$ cat src/rtl/robot_wall_follower.sv
// Moore FSM for a left-hand wall-following robot: front/left obstacle sensors in, {front,turn} motor commands out.
// Optional build macro ROBOT_STATE_OUT_EN exposes the registered state code on state_o.
module robot_wall_follower #(
   parameter int CORNER_CYCLES = 4
) (
   input  logic       clk,
   input  logic       reset,
   input  logic       front_sensor,
   input  logic       left_sensor,
   output logic       front,
   output logic       turn
`ifdef ROBOT_STATE_OUT_EN
   ,
   output logic [1:0] state_o
`endif
);

   localparam logic [1:0] ST_SEARCH = 2'd0;
   localparam logic [1:0] ST_ROTATE = 2'd1;
   localparam logic [1:0] ST_FOLLOW = 2'd2;
   localparam logic [1:0] ST_CORNER = 2'd3;

   localparam int              CNT_W   = $clog2(CORNER_CYCLES + 1);
   localparam logic [CNT_W-1:0] CNT_MAX = CNT_W'(CORNER_CYCLES);
   localparam logic [CNT_W-1:0] CNT_ONE = CNT_W'(1);

   logic [1:0]       state_q, state_d;
   logic [CNT_W-1:0] cnt_q, cnt_d;

   always_comb begin
      state_d = ST_SEARCH;
      cnt_d   = '0;
      // An obstacle ahead wins over everything else, from any state.
      if (front_sensor) begin
         state_d = ST_ROTATE;
      end else begin
         case (state_q)
            ST_SEARCH: state_d = left_sensor ? ST_FOLLOW : ST_SEARCH;
            ST_ROTATE: state_d = left_sensor ? ST_FOLLOW : ST_SEARCH;
            ST_FOLLOW: begin
               if (left_sensor) begin
                  state_d = ST_FOLLOW;
               end else begin
                  state_d = ST_CORNER;
                  cnt_d   = CNT_ONE;
               end
            end
            ST_CORNER: begin
               if (left_sensor) begin
                  state_d = ST_FOLLOW;
               end else if (cnt_q < CNT_MAX) begin
                  state_d = ST_CORNER;
                  cnt_d   = cnt_q + CNT_ONE;
               end else begin
                  state_d = ST_SEARCH;
               end
            end
            default: state_d = ST_SEARCH;
         endcase
      end
   end

   always_ff @(posedge clk) begin
      if (reset) begin
         state_q <= ST_SEARCH;
         cnt_q   <= '0;
      end else begin
         state_q <= state_d;
         cnt_q   <= cnt_d;
      end
   end

   always_comb begin
      front = 1'b1;
      turn  = 1'b0;
      case (state_q)
         ST_SEARCH: begin front = 1'b1; turn = 1'b0; end
         ST_ROTATE: begin front = 1'b0; turn = 1'b1; end
         ST_FOLLOW: begin front = 1'b1; turn = 1'b0; end
         ST_CORNER: begin front = 1'b1; turn = 1'b1; end
         default:   begin front = 1'b1; turn = 1'b0; end
      endcase
   end

`ifdef ROBOT_STATE_OUT_EN
   assign state_o = state_q;
`endif

endmodule

$ cat config.mk
export PLATFORM = sky130hd
export DESIGN_NAME = robot_wall_follower
export DESIGN_NICKNAME = d
export VERILOG_FILES = /design/src/rtl/robot_wall_follower.sv
export SDC_FILE = /design/constraint.sdc
export NUM_CORES = 1
export LEC_CHECK = 0
export ABC_AREA = 1
export CORE_AREA = 2 2 39 41
export CTS_BUF_LIST = sky130_fd_sc_hd__clkbuf_8
export DETAILED_ROUTE_END_ITERATION = 7
export DIE_AREA = 0 0 41 43
export HOLD_SLACK_MARGIN = 0.05
export PLACE_DENSITY = 0.4
export SLEW_MARGIN = 20
export SYNTH_ARGS = -nofsm -noshare
export SYNTH_HDL_FRONTEND = slang
export SYNTH_SLANG_ARGS = --single-unit
export TNS_END_PERCENT = 30
$ cat constraint.sdc
create_clock -name clk -period 2 [get_ports clk]
set_input_delay 0.4 -clock clk [delete_from_list [all_inputs] [get_ports clk]]
set_output_delay 0.4 -clock clk [all_outputs]
set_load 0.02 [all_outputs]
==> run_results.csv, run 1 <==
group,metric,value,unit
status,status,"finished, final reports clean",
place,place.gp.congestion,0.619,
place,portBuffers,5,
worst_setup_path,critPathKind,"flop to output pin",
worst_setup_path,crit_buf_inv,2,
final_layout,antenna_cells,0,
floorplan,rows,14,
timing,period_share,0.860,
yosys,synth_top_cell_area_share,0.471,
route,ant_nets,0,
final_layout,drive_gt1_frac,0.212,
final_layout,syn2layout_area_growth,52.4,%
yosys,syn_nets,30,
yosys,netlist_instances,25,
route,drc,0,
power,max-vdd-ir-drop,0.266,mV
timing,setup-violations-final,0,
clocking,cts_buffers,3,
worst_setup_path,start_kind,"flop",
worst_setup_path,critPathMaxFanout,4,
yosys,yosysWarnings,0,
yosys,yosysTopAreaCell,"dfxtp_1",
worst_setup_path,critical_path_required,1600,ps
route,firstDrtPassIters,2,
power,switching_share,0.206,
final_layout,num-fill-cells,152,
floorplan,die_h,43,µm
floorplan,die_w,41,µm
clocking,insertion_delay,220,ps
floorplan,ioPinCount,6,
global_route,grt_max_degree,7,
timing,worst_slew_pin_slew,225,ps
place,hpwl,312,µm
timing,fin_setup_tns,0,ps
global_route,grt_usage,0.0734,
worst_setup_path,slowest_delay,600,ps
route,totalWireLength,403,µm
power,powerDensity,958,nW/µm²
clocking,cts.sinks,5,
yosys,synthDistinctLibCells,13,
timing,min_period,1720,ps
clocking,post-cts-setup-buffers,0,
yosys,syn_area,213,µm²
floorplan,design.die.area,1760,µm²
worst_setup_path,ff2ff_setup_slack,1180,ps
timing,relSlewSlack,0.850,
final_layout,final_area,324,µm²
worst_setup_path,cp-end-kind,"output pin",
clocking,cts_resized,0,
power,clkPwrFrac,0.588,
timing,final-hold-violation-count,0,
worst_hold_path,worstHoldPathType,"flop to flop",
worst_setup_path,cpLargestDelayFamily,"buffers and inverters",
timing,final.setup_skew,1.95,ps
yosys,synth_seq_area_share,0.471,
timing,slew_violations,0,
global_route,grt_pass1_vias,190,
floorplan,coreArea,1380,µm²
yosys,yosys_register_bits,5,
route,num_vias,184,
yosys,synthTopCellsByArea,"dfxtp_1 47%, nand3_2 9.4%, inv_1 7.1%",
route,wl_per_cell,8.22,µm
timing,grt_setup_unrepaired,"false",
clocking,clk_pin_slew_worst_paths,40,ps
timing,fmax,581,MHz
clocking,cts-htree-levels,1,
clocking,cts_tree,"done",
route,vias_per_cell,3.76,
global_route,overflow,0,
worst_setup_path,cp.arrival,1320,ps
run,cap_violations,0,
worst_setup_path,cpMaxStageDelayCell,"clkdlybuf4s50_1",
clocking,postCtsHoldBufs,0,
route,first_iter_violations,1,
floorplan,start_util,0.154,
power,combPwrFrac,0.070,
yosys,avgSynthCellArea,8.51,µm²
clocking,clockBufferDepth,2,
power,p_leak,0.129,nW
global_route,grt_pass1_wl,752,µm
final_layout,fin_nets,39,
clocking,root_buffer,"clkbuf_8",
worst_setup_path,critical_path.cell_chain,"inv_1, nand2_1, clkdlybuf4s50_1",
global_route,antenna_found_initial,0,
place,post_dp_cell_area,279,µm²
power,seq_power_share,0.343,
power,p_switching,63.8,µW
power,internal-power,247,µW
through the flow:
stage               power, mW   util  hold WS, ps  instances  setup slack [ps]
CTS                     0.317  0.234          518         49               261
floorplan               0.117      -          469         25               981
global route            0.324  0.234          544         49               197
detailed placement      0.130  0.202          512         45               510
finish                  0.311  0.234          517         49               280
global placement        0.129  0.202          498         45               515
power by group through the flow:
stage	clock network [mW]	logic, mW	registers, mW
after floorplan	0	0.0101	0.107
final	0.183	0.0216	0.106
after global placement	0	0.0215	0.108
after detailed placement	0	0.0218	0.108
after CTS	0.189	0.0219	0.106
after global routing	0.193	0.0238	0.107
path summary, 6_finish.rpt:
path / from / to / depth (start not counted)
worst max-delay path: state_q[1] / front / 3
worst min-delay path: cnt_q[0] / cnt_q[0] / 2
worst min register to register: cnt_q[0] / cnt_q[0] / 2
worst max register to register: cnt_q[0] / cnt_q[1] / 3
cell usage after synthesis:
library cell,count
o21a_1,1
a21boi_1,1
nand3_2,2
clkbuf_1,1
nand3_1,2
nand2_2,1
inv_1,4
nor2_1,3
a21oi_1,1
ha_1,1
nor2_2,1
nand2_1,2
dfxtp_1,5
final cells by class:
| cell class | count | area (µm²) | share of cell area |
|---|---|---|---|
| Sequential cell | 5 | 100 | 0.309 |
| Multi-Input combinational cell | 15 | 93.8 | 0.290 |
| Timing Repair Buffer | 5 | 50.0 | 0.154 |
| Tap cell | 16 | 20.0 | 0.0618 |
| Inverter | 4 | 15.0 | 0.0463 |
| Clock inverter | 1 | 3.75 | 0.0116 |
| Clock buffer | 3 | 41.3 | 0.127 |
flip-flops by register name (all words and copies together), names as in the netlist:
| register | flops |
|---|---|
| cnt_q | 3 |
| state_q | 2 |
metal layers:
layer | global-route usage | vias to the layer above | share of wire | routed length (µm)
met5 | 0 | - | 0 | 0
met4 | 0.0800 | 0 | 0.052 | 21
met3 | 0.0733 | 4 | 0.12 | 49
met2 | 0.0906 | 9 | 0.44 | 176
met1 | 0.0581 | 77 | 0.39 | 156
li1 | - | 94 | - | -
cell families after synthesis:
logic type / Yosys count / share of synthesized area
and+or+nand+nor: 11 / 0.288
buffers and inverters: 5 / 0.0882
AOI/OAI and AO/OA: 3 / 0.0941
adders and majority gates: 1 / 0.0588
DFF: 5 / 0.471
layout by cell type, fill, tap and decap left out:
master and count:
clkdlybuf4s50_1 5, clkbuf_8 3, nand2_1 2, nand3_2 2
inv_1 5, a21oi_1 1, nor2_1 3, o21a_1 1
nor2_2 1, dfxtp_1 5, nand2_2 1, a21boi_1 1
ha_1 1, nand3_1 2
tightest hold or removal path, delay by kind of cell (launching register included):
family	cells	cell delay, ps
AO/OA/AOI/OAI	1	110
AND/OR/NAND/NOR	1	30
flip-flops	1	330
Power figures use the tool's default switching activity.
==> run 2: changes to the inputs <==
- GPL_ROUTABILITY_DRIVEN: default -> 0
==> results of run 2 <==
Same layout as run 1: the final DEF is identical, and so are final timing and power.
